===== src/rtl/dmem_arbiter.sv =====
// -----------------------------------------------------------------------------
// dmem_arbiter
// Shares the single data memory between the CPU (read/write) and the VGA frame
// reader (read-only). The VGA reader normally has priority. After MAX_WAIT
// consecutive denied cycles, a pending CPU request is forced through.
// Read data returns one cycle after the grant.
//
// Optional build macro:
//   DMEM_ARB_STATS_EN - adds 32-bit grant/conflict statistics counters.
//
// Ports:
//   clk_i, rst_ni        clock, asynchronous active-low reset
//   cpu_req_i/we_i       CPU request (held until granted) and write select
//   cpu_addr_i/wdata_i   CPU byte address and write data
//   cpu_gnt_o/stall_o    CPU access performed this cycle / CPU must freeze
//   cpu_rdata_o/rvalid_o CPU read data, valid the cycle after a read grant
//   vga_req_i/addr_i     VGA read request (held until granted) and address
//   vga_gnt_o            VGA read performed this cycle
//   vga_rdata_o/rvalid_o VGA read data, valid the cycle after a grant
//   mem_addr_o/wdata_o/we_o  dmem address, write data, write enable
//   mem_rdata_i          dmem read data, valid one cycle after the address
//   stat_*_o             (DMEM_ARB_STATS_EN only) CPU grants, VGA grants,
//                        cycles with both requests high
// -----------------------------------------------------------------------------
module dmem_arbiter #(
    parameter int unsigned AW       = 32,
    parameter int unsigned DW       = 32,
    parameter int unsigned MAX_WAIT = 4
) (
    input  logic          clk_i,
    input  logic          rst_ni,
    input  logic          cpu_req_i,
    input  logic          cpu_we_i,
    input  logic [AW-1:0] cpu_addr_i,
    input  logic [DW-1:0] cpu_wdata_i,
    output logic          cpu_gnt_o,
    output logic          cpu_stall_o,
    output logic [DW-1:0] cpu_rdata_o,
    output logic          cpu_rvalid_o,
    input  logic          vga_req_i,
    input  logic [AW-1:0] vga_addr_i,
    output logic          vga_gnt_o,
    output logic [DW-1:0] vga_rdata_o,
    output logic          vga_rvalid_o,
    output logic [AW-1:0] mem_addr_o,
    output logic [DW-1:0] mem_wdata_o,
    output logic          mem_we_o,
    input  logic [DW-1:0] mem_rdata_i
`ifdef DMEM_ARB_STATS_EN
    ,
    output logic [31:0]   stat_cpu_gnt_o,
    output logic [31:0]   stat_vga_gnt_o,
    output logic [31:0]   stat_conflict_o
`endif
);

    localparam logic [3:0] WAIT_LIMIT = 4'(MAX_WAIT);

    // Tracks which requester's read is in flight. The read data for that
    // requester appears on mem_rdata_i during the following cycle.
    typedef enum logic [1:0] {
        OWN_NONE = 2'd0,
        OWN_CPU  = 2'd1,
        OWN_VGA  = 2'd2
    } owner_e;

    owner_e        owner_q, owner_d;
    logic [3:0]    wait_cnt_q, wait_cnt_d;
    logic [DW-1:0] cpu_rdata_q, cpu_rdata_d;
    logic [DW-1:0] vga_rdata_q, vga_rdata_d;
    logic          force_cpu;
    logic          cpu_gnt;
    logic          vga_gnt;

    always_comb begin
        force_cpu   = cpu_req_i && (wait_cnt_q == WAIT_LIMIT);
        cpu_gnt     = 1'b0;
        vga_gnt     = 1'b0;
        mem_addr_o  = '0;
        mem_wdata_o = '0;
        owner_d     = OWN_NONE;
        wait_cnt_d  = wait_cnt_q;
        cpu_rdata_d = cpu_rdata_q;
        vga_rdata_d = vga_rdata_q;

        if (force_cpu) begin
            cpu_gnt = 1'b1;
        end else if (vga_req_i) begin
            vga_gnt = 1'b1;
        end else if (cpu_req_i) begin
            cpu_gnt = 1'b1;
        end

        if (cpu_gnt) begin
            mem_addr_o  = cpu_addr_i;
            mem_wdata_o = cpu_wdata_i;
            owner_d     = cpu_we_i ? OWN_NONE : OWN_CPU;
        end else if (vga_gnt) begin
            mem_addr_o  = vga_addr_i;
            owner_d     = OWN_VGA;
        end

        if (cpu_gnt || !cpu_req_i) begin
            wait_cnt_d = 4'd0;
        end else if (wait_cnt_q != WAIT_LIMIT) begin
            wait_cnt_d = wait_cnt_q + 4'd1;
        end

        // The return data passes straight through in the return cycle. It is
        // then held in the owner's register until that owner's next read.
        if (owner_q == OWN_CPU) begin
            cpu_rdata_d = mem_rdata_i;
        end
        if (owner_q == OWN_VGA) begin
            vga_rdata_d = mem_rdata_i;
        end
    end

    always_ff @(posedge clk_i or negedge rst_ni) begin
        if (!rst_ni) begin
            owner_q     <= OWN_NONE;
            wait_cnt_q  <= 4'd0;
            cpu_rdata_q <= '0;
            vga_rdata_q <= '0;
        end else begin
            owner_q     <= owner_d;
            wait_cnt_q  <= wait_cnt_d;
            cpu_rdata_q <= cpu_rdata_d;
            vga_rdata_q <= vga_rdata_d;
        end
    end

    assign cpu_gnt_o    = cpu_gnt;
    assign vga_gnt_o    = vga_gnt;
    assign cpu_stall_o  = cpu_req_i && !cpu_gnt;
    // Gated by reset so that no write can land while the system is held in reset.
    assign mem_we_o     = cpu_gnt && cpu_we_i && rst_ni;
    assign cpu_rvalid_o = (owner_q == OWN_CPU);
    assign vga_rvalid_o = (owner_q == OWN_VGA);
    assign cpu_rdata_o  = cpu_rdata_d;
    assign vga_rdata_o  = vga_rdata_d;

`ifdef DMEM_ARB_STATS_EN
    logic [31:0] stat_cpu_q, stat_vga_q, stat_conf_q;

    always_ff @(posedge clk_i or negedge rst_ni) begin
        if (!rst_ni) begin
            stat_cpu_q  <= '0;
            stat_vga_q  <= '0;
            stat_conf_q <= '0;
        end else begin
            if (cpu_gnt)                stat_cpu_q  <= stat_cpu_q + 32'd1;
            if (vga_gnt)                stat_vga_q  <= stat_vga_q + 32'd1;
            if (cpu_req_i && vga_req_i) stat_conf_q <= stat_conf_q + 32'd1;
        end
    end

    assign stat_cpu_gnt_o  = stat_cpu_q;
    assign stat_vga_gnt_o  = stat_vga_q;
    assign stat_conflict_o = stat_conf_q;
`endif

endmodule


===== config.mk =====
export PLATFORM = sky130hd
export DESIGN_NAME = dmem_arbiter
export DESIGN_NICKNAME = d
export VERILOG_FILES = /design/src/rtl/dmem_arbiter.sv
export SDC_FILE = /design/constraint.sdc
export NUM_CORES = 1
export LEC_CHECK = 0
export BUFFER_PORTS_ARGS = -buffer_cell sky130_fd_sc_hd__buf_2
export CORE_MARGIN = 10
export CORE_UTILIZATION = 42
export DETAILED_ROUTE_END_ITERATION = 10
export HOLD_SLACK_MARGIN = 0.1
export PLACE_DENSITY = 0.89
export SLEW_MARGIN = 20
export SYNTH_ARGS = -nofsm -noshare
export SYNTH_HDL_FRONTEND = slang
export SYNTH_SLANG_ARGS = --single-unit

===== constraint.sdc =====
create_clock -name clk_i -period 3.9 [get_ports clk_i]
set_clock_uncertainty 0.1 [all_clocks]
set_input_delay 0.39 -clock clk_i [delete_from_list [all_inputs] [get_ports clk_i]]
set_output_delay 0.39 -clock clk_i [all_outputs]
set_load 0.01 [all_outputs]

Word level (Yosys, flattened, before mapping)

Cells that the tools add are included.

Bits in registers: 70
Output and inout port bits: 134
Bits of input ports: 133
Word-level logic and storage cells: 32

Equal/unequal tests: 4
Reductions and logical operators: 8
Mux-type cells: 15
$add $sub $neg: 1

Operators by type and width:

| operator            | count |
|---|---|
| $mux 32             | 5 |
| $mux 4              | 2 |
| $mux 1              | 6 |
| $add 4x1->4 const B | 1 |
| $eq 4x3->1 const B  | 1 |
| $logic_and 1x1->1   | 4 |
| $mux 2              | 2 |
| $ne 4x3->1 const B  | 1 |
| $eq 2x1->1 const B  | 1 |
| $eq 2x2->1 const B  | 1 |
| $logic_not 1->1     | 2 |
| $reduce_bool 2->1   | 1 |
| $logic_or 1x1->1    | 1 |

Longest topological paths before layout

Depth in word-level cells: 5
Depth in mapped cells: 7
Gate-level depth less buffers: 6

Least setup slack after synthesis

Ideal clock, no wire load.

Kind: register -> output
Start point: reg wait_cnt_q[0]
End point: out mem_we_o
Buffers on the path: 2
Stages on the path, launching flop included: 8
Slack: 2028 ps
Arrival: 1382 ps
Path through: dfrtp_1 > inv_1 > ha_1 > nand3b_4 > a21oi_2 > buf_4 > buf_6 > and3_1

Word-level cells in the longest chain between the ends: 5

Ends and longest elaborated chain:

| item                            | RTL line | source |
|---|---|---|
| start: declaration              | 68       | `logic [3:0] wait_cnt_q, wait_cnt_d;` |
| start signal: assignment        | 127      | `wait_cnt_q <= wait_cnt_d;` |
| $eq 4x3->1                      | 76       | `force_cpu = cpu_req_i && (wait_cnt_q == WAIT_LIMIT);` |
| $logic_and 1x1->1               | 76       |  |
| $mux 1                          | 86       | `if (force_cpu) begin` |
| $logic_and 1x1->1 (2 in series) | 137      | `assign mem_we_o = cpu_gnt && cpu_we_i && rst_ni;` |
| end: declaration                | 47       | `output logic mem_we_o,` |

No other way between the ends.

Worst setup path after layout

Start point: reg wait_cnt_q[0]
End point: out mem_addr_o[20]

Word-level cells in the longest chain between the ends: 5
Elaborated cells on any way between the ends: 6
Those cells by class: eq/ne (1); mux (4); reduce/logical (1)

Ends and longest elaborated chain:

| item                  | RTL line | source |
|---|---|---|
| $eq 4x3->1 (*)        | 76       |  |
| $logic_and 1x1->1 (*) | 76       |  |
| $mux 1                | 86       |  |
| $mux 32               | 98       | `end else if (vga_gnt) begin` |
| $mux 32 (*)           | 94       | `if (cpu_gnt) begin` |
| end: declaration      | 45       | `output logic [AW-1:0] mem_addr_o,` |

Every way passes the cells marked *; elsewhere a longest branch is shown, timed or not.

==> flow_summary.json <==
{
  "arrival_ns": 2.45,
  "hold_end": "vga_rdata_q[14]",
  "avgSynthCellArea_um2": 13.4,
  "swShare_pct": 30.0,
  "routedWlPerCell_um": 22.4,
  "grt_max_degree": 71,
  "final_common_cell": "buf_2",
  "dp.cells": 591,
  "overflow": 0,
  "rows": 31,
  "power_leakage_uw": 0.00264,
  "grt_util_all_layers_pct": 22.7,
  "grt_pass1_wl_um": 20000,
  "finalMaxSlewViolations": 0,
  "combPwrFrac_pct": 28.2,
  "fin_tns_setup_ns": 0,
  "dieArea_um2": 11600,
  "num-fill-cells": 587,
  "synth_warnings": 0,
  "clk_pin_slew_ns": 0.08,
  "ant_nets": 0,
  "power_uw": 2040,
  "r2r_cells": 3,
  "hold_viol_final": 0,
  "post-route-drc-count": 0,
  "synth-seq-area-share_pct": 54.5,
  "finalSetupViolCount": 0,
  "drive_above_1_share_pct": 69.5,
  "core_um2": 7330,
  "antenna_found_initial": 3,
  "grt_pass1_vias": 3399,
  "min-delay-start": "mem_rdata_i[14]",
  "finalCritPeriodShare_pct": 75.5,
  "critPathKind": "reg2out",
  "vias": 3034,
  "hpwlAfterDp_um": 11400,
  "syn_nets": 374,
  "max_freq_mhz": 340,
  "r2r-end": "cpu_rdata_q[29]",
  "hold_depth": 2,
  "ios": 267,
  "dr.pass1.iters": 4,
  "p_int_uw": 1430,
  "port_buffers": 266,
  "viasPerCell": 4.97,
  "start_kind": "flop",
  "fin_crit_ns": 2.94,
  "p_sw_uw": 613,
  "endpoint_kind": "output port",
  "layout.cells.non_filler": 611,
  "pwr-share-seq_pct": 42.6,
  "routed_wl_um": 13700,
  "die_h_um": 107,
  "ctsLongestPathBuffers": 2,
  "power.density_nw_per_um2": 422,
  "rsz0062_at_grt": "false",
  "hold_path.class": "in2reg",
  "status": "finished clean",
  "clkSinkCount": 70,
  "p_clk_share_pct": 29.2,
  "crit_required_ns": 3.41,
  "setup_ws_ns": 0.957,
  "synth_area_um2": 3210,
  "syn_to_final_growth_pct": 50.5,
  "clk_latency_ns": 0.34,
  "synth_seq_cells": 70,
  "tightestPinTransition_ns": 0.856,
  "start_util_pct": 43.8,
  "synth_cells": 239,
  "cts_setup_buffers": 0,
  "place_ws_ns": 1.30,
  "h-tree-depth": 3,
  "maxCapViolCount": 0,
  "die_x_um": 107,
  "nets": 639,
  "rrSetupSlack_ns": 1.97,
  "first_iter_violations": 95,
  "tritoncts": "done",
  "crit_fanout": 38,
  "layout_common_cells": "266 x buf_2, 70 x dfrtp_1, 64 x mux2_2",
  "slew_headroom_pct": 43.0,
  "clock-root-buffer": "clkbuf_8",
  "peakVddDrop_mv": 0.216,
  "synth_cell_type_count": 19,
  "cts_buffers": 9,
  "place.gp.congestion": 0.887,
  "crit-reg2reg-launch": "owner_q[1]"
}
[logic make-up after synthesis]
logic type | Yosys count | share of synthesized area, %
adders and majority gates | 2 | 0.778
muxes | 64 | 22.4
AOI/OAI and AO/OA | 35 | 9.46
xor gates and xnor gates | 2 | 0.545
DFF | 70 | 54.5
buffers and inverters | 23 | 3.81
and+or+nand+nor | 43 | 8.49
[how the worst max path moves through the flow]
stage / slack, ns / to / from / cells past startpoint
3_5_place_dp: 1.30 / mem_addr_o[20] / wait_cnt_q[0] / 7
3_3_place_gp: 1.39 / mem_addr_o[20] / wait_cnt_q[0] / 7
2_1_floorplan: 2.03 / mem_we_o / wait_cnt_q[0] / 7
4_1_cts: 0.92 / mem_addr_o[20] / wait_cnt_q[0] / 7
5_1_grt: 0.75 / mem_addr_o[13] / wait_cnt_q[0] / 7
6_report: 0.96 / mem_addr_o[20] / wait_cnt_q[0] / 7
[power groups by stage]
stage | clock, µW | combinational (µW) | sequential, µW
6_report | 595 | 575 | 870
5_1_grt | 646 | 624 | 879
4_1_cts | 613 | 586 | 871
3_5_place_dp | 0 | 580 | 885
3_3_place_gp | 0 | 561 | 874
2_1_floorplan | 0 | 294 | 870
[metal layers]
layer  vias to the layer above  wire [µm]  GRT usage [%]
li1                       1378          -              -
met1                      1473       4760           22.1
met2                       165       7080           39.9
met3                        18       1520           11.4
met4                         0        310           9.26
met5                         -          0              0
[state kept, by name, indices dropped and copies added (netlist names)]
register and flops:
cpu_rdata_q 32, owner_q 2, vga_rdata_q 32, wait_cnt_q 4
[worst max-delay path, cell delays in order, from the launching register on]
cell and delay (ns):
dfrtp_1 0.41, inv_1 0.07, ha_1 0.19, nand3b_4 0.11
a21oi_4 0.51, buf_4 0.43, a22o_1 0.22, buf_2 0.14
[metrics by stage]
step                cell area (µm²)  util (%)  hold WS, ns
detailed placement             4610      62.9        0.381
floorplan                      3210         -     -0.00559
global placement               4610      62.9        0.375
global route                   4840      66.0        0.191
finish                         4840      66.0        0.200
CTS                            4830      65.9        0.181
[Yosys cell counts]
cell type  count  share of area [%]
a21oi_2        1               0.27
a22o_1        32                8.7
and2_1        33                6.4
and3_1         1               0.19
buf_2         14                2.2
buf_4          3               0.70
buf_6          1               0.35
dfrtp_1       70                 54
ha_1           2               0.78
inv_1          5               0.58
mux2_2        64                 22
nand2b_1       1               0.19
nand3_1        2               0.31
nand3b_4       1               0.62
nor2_1         3               0.35
nor2b_1        2               0.39
o21a_1         2               0.47
xnor2_1        1               0.27
xor2_1         1               0.27
[repair_timing]
item,CTS,global route
hold endpoints to repair,1,0
hold buffers,1,0
gates resized for setup,0,0
[cell type report]
class | instances | area, µm² | area share (%)
Antenna cell | 3 | 7.51 | 0.155
Clock buffer | 10 | 138 | 2.85
Clock inverter | 6 | 68.8 | 1.42
Inverter | 5 | 18.8 | 0.388
Multi-Input combinational cell | 146 | 1350 | 27.9
Sequential cell | 70 | 1750 | 36.2
Tap cell | 99 | 124 | 2.56
Timing Repair Buffer | 272 | 1380 | 28.5
(Power assumes the default switching activity.)
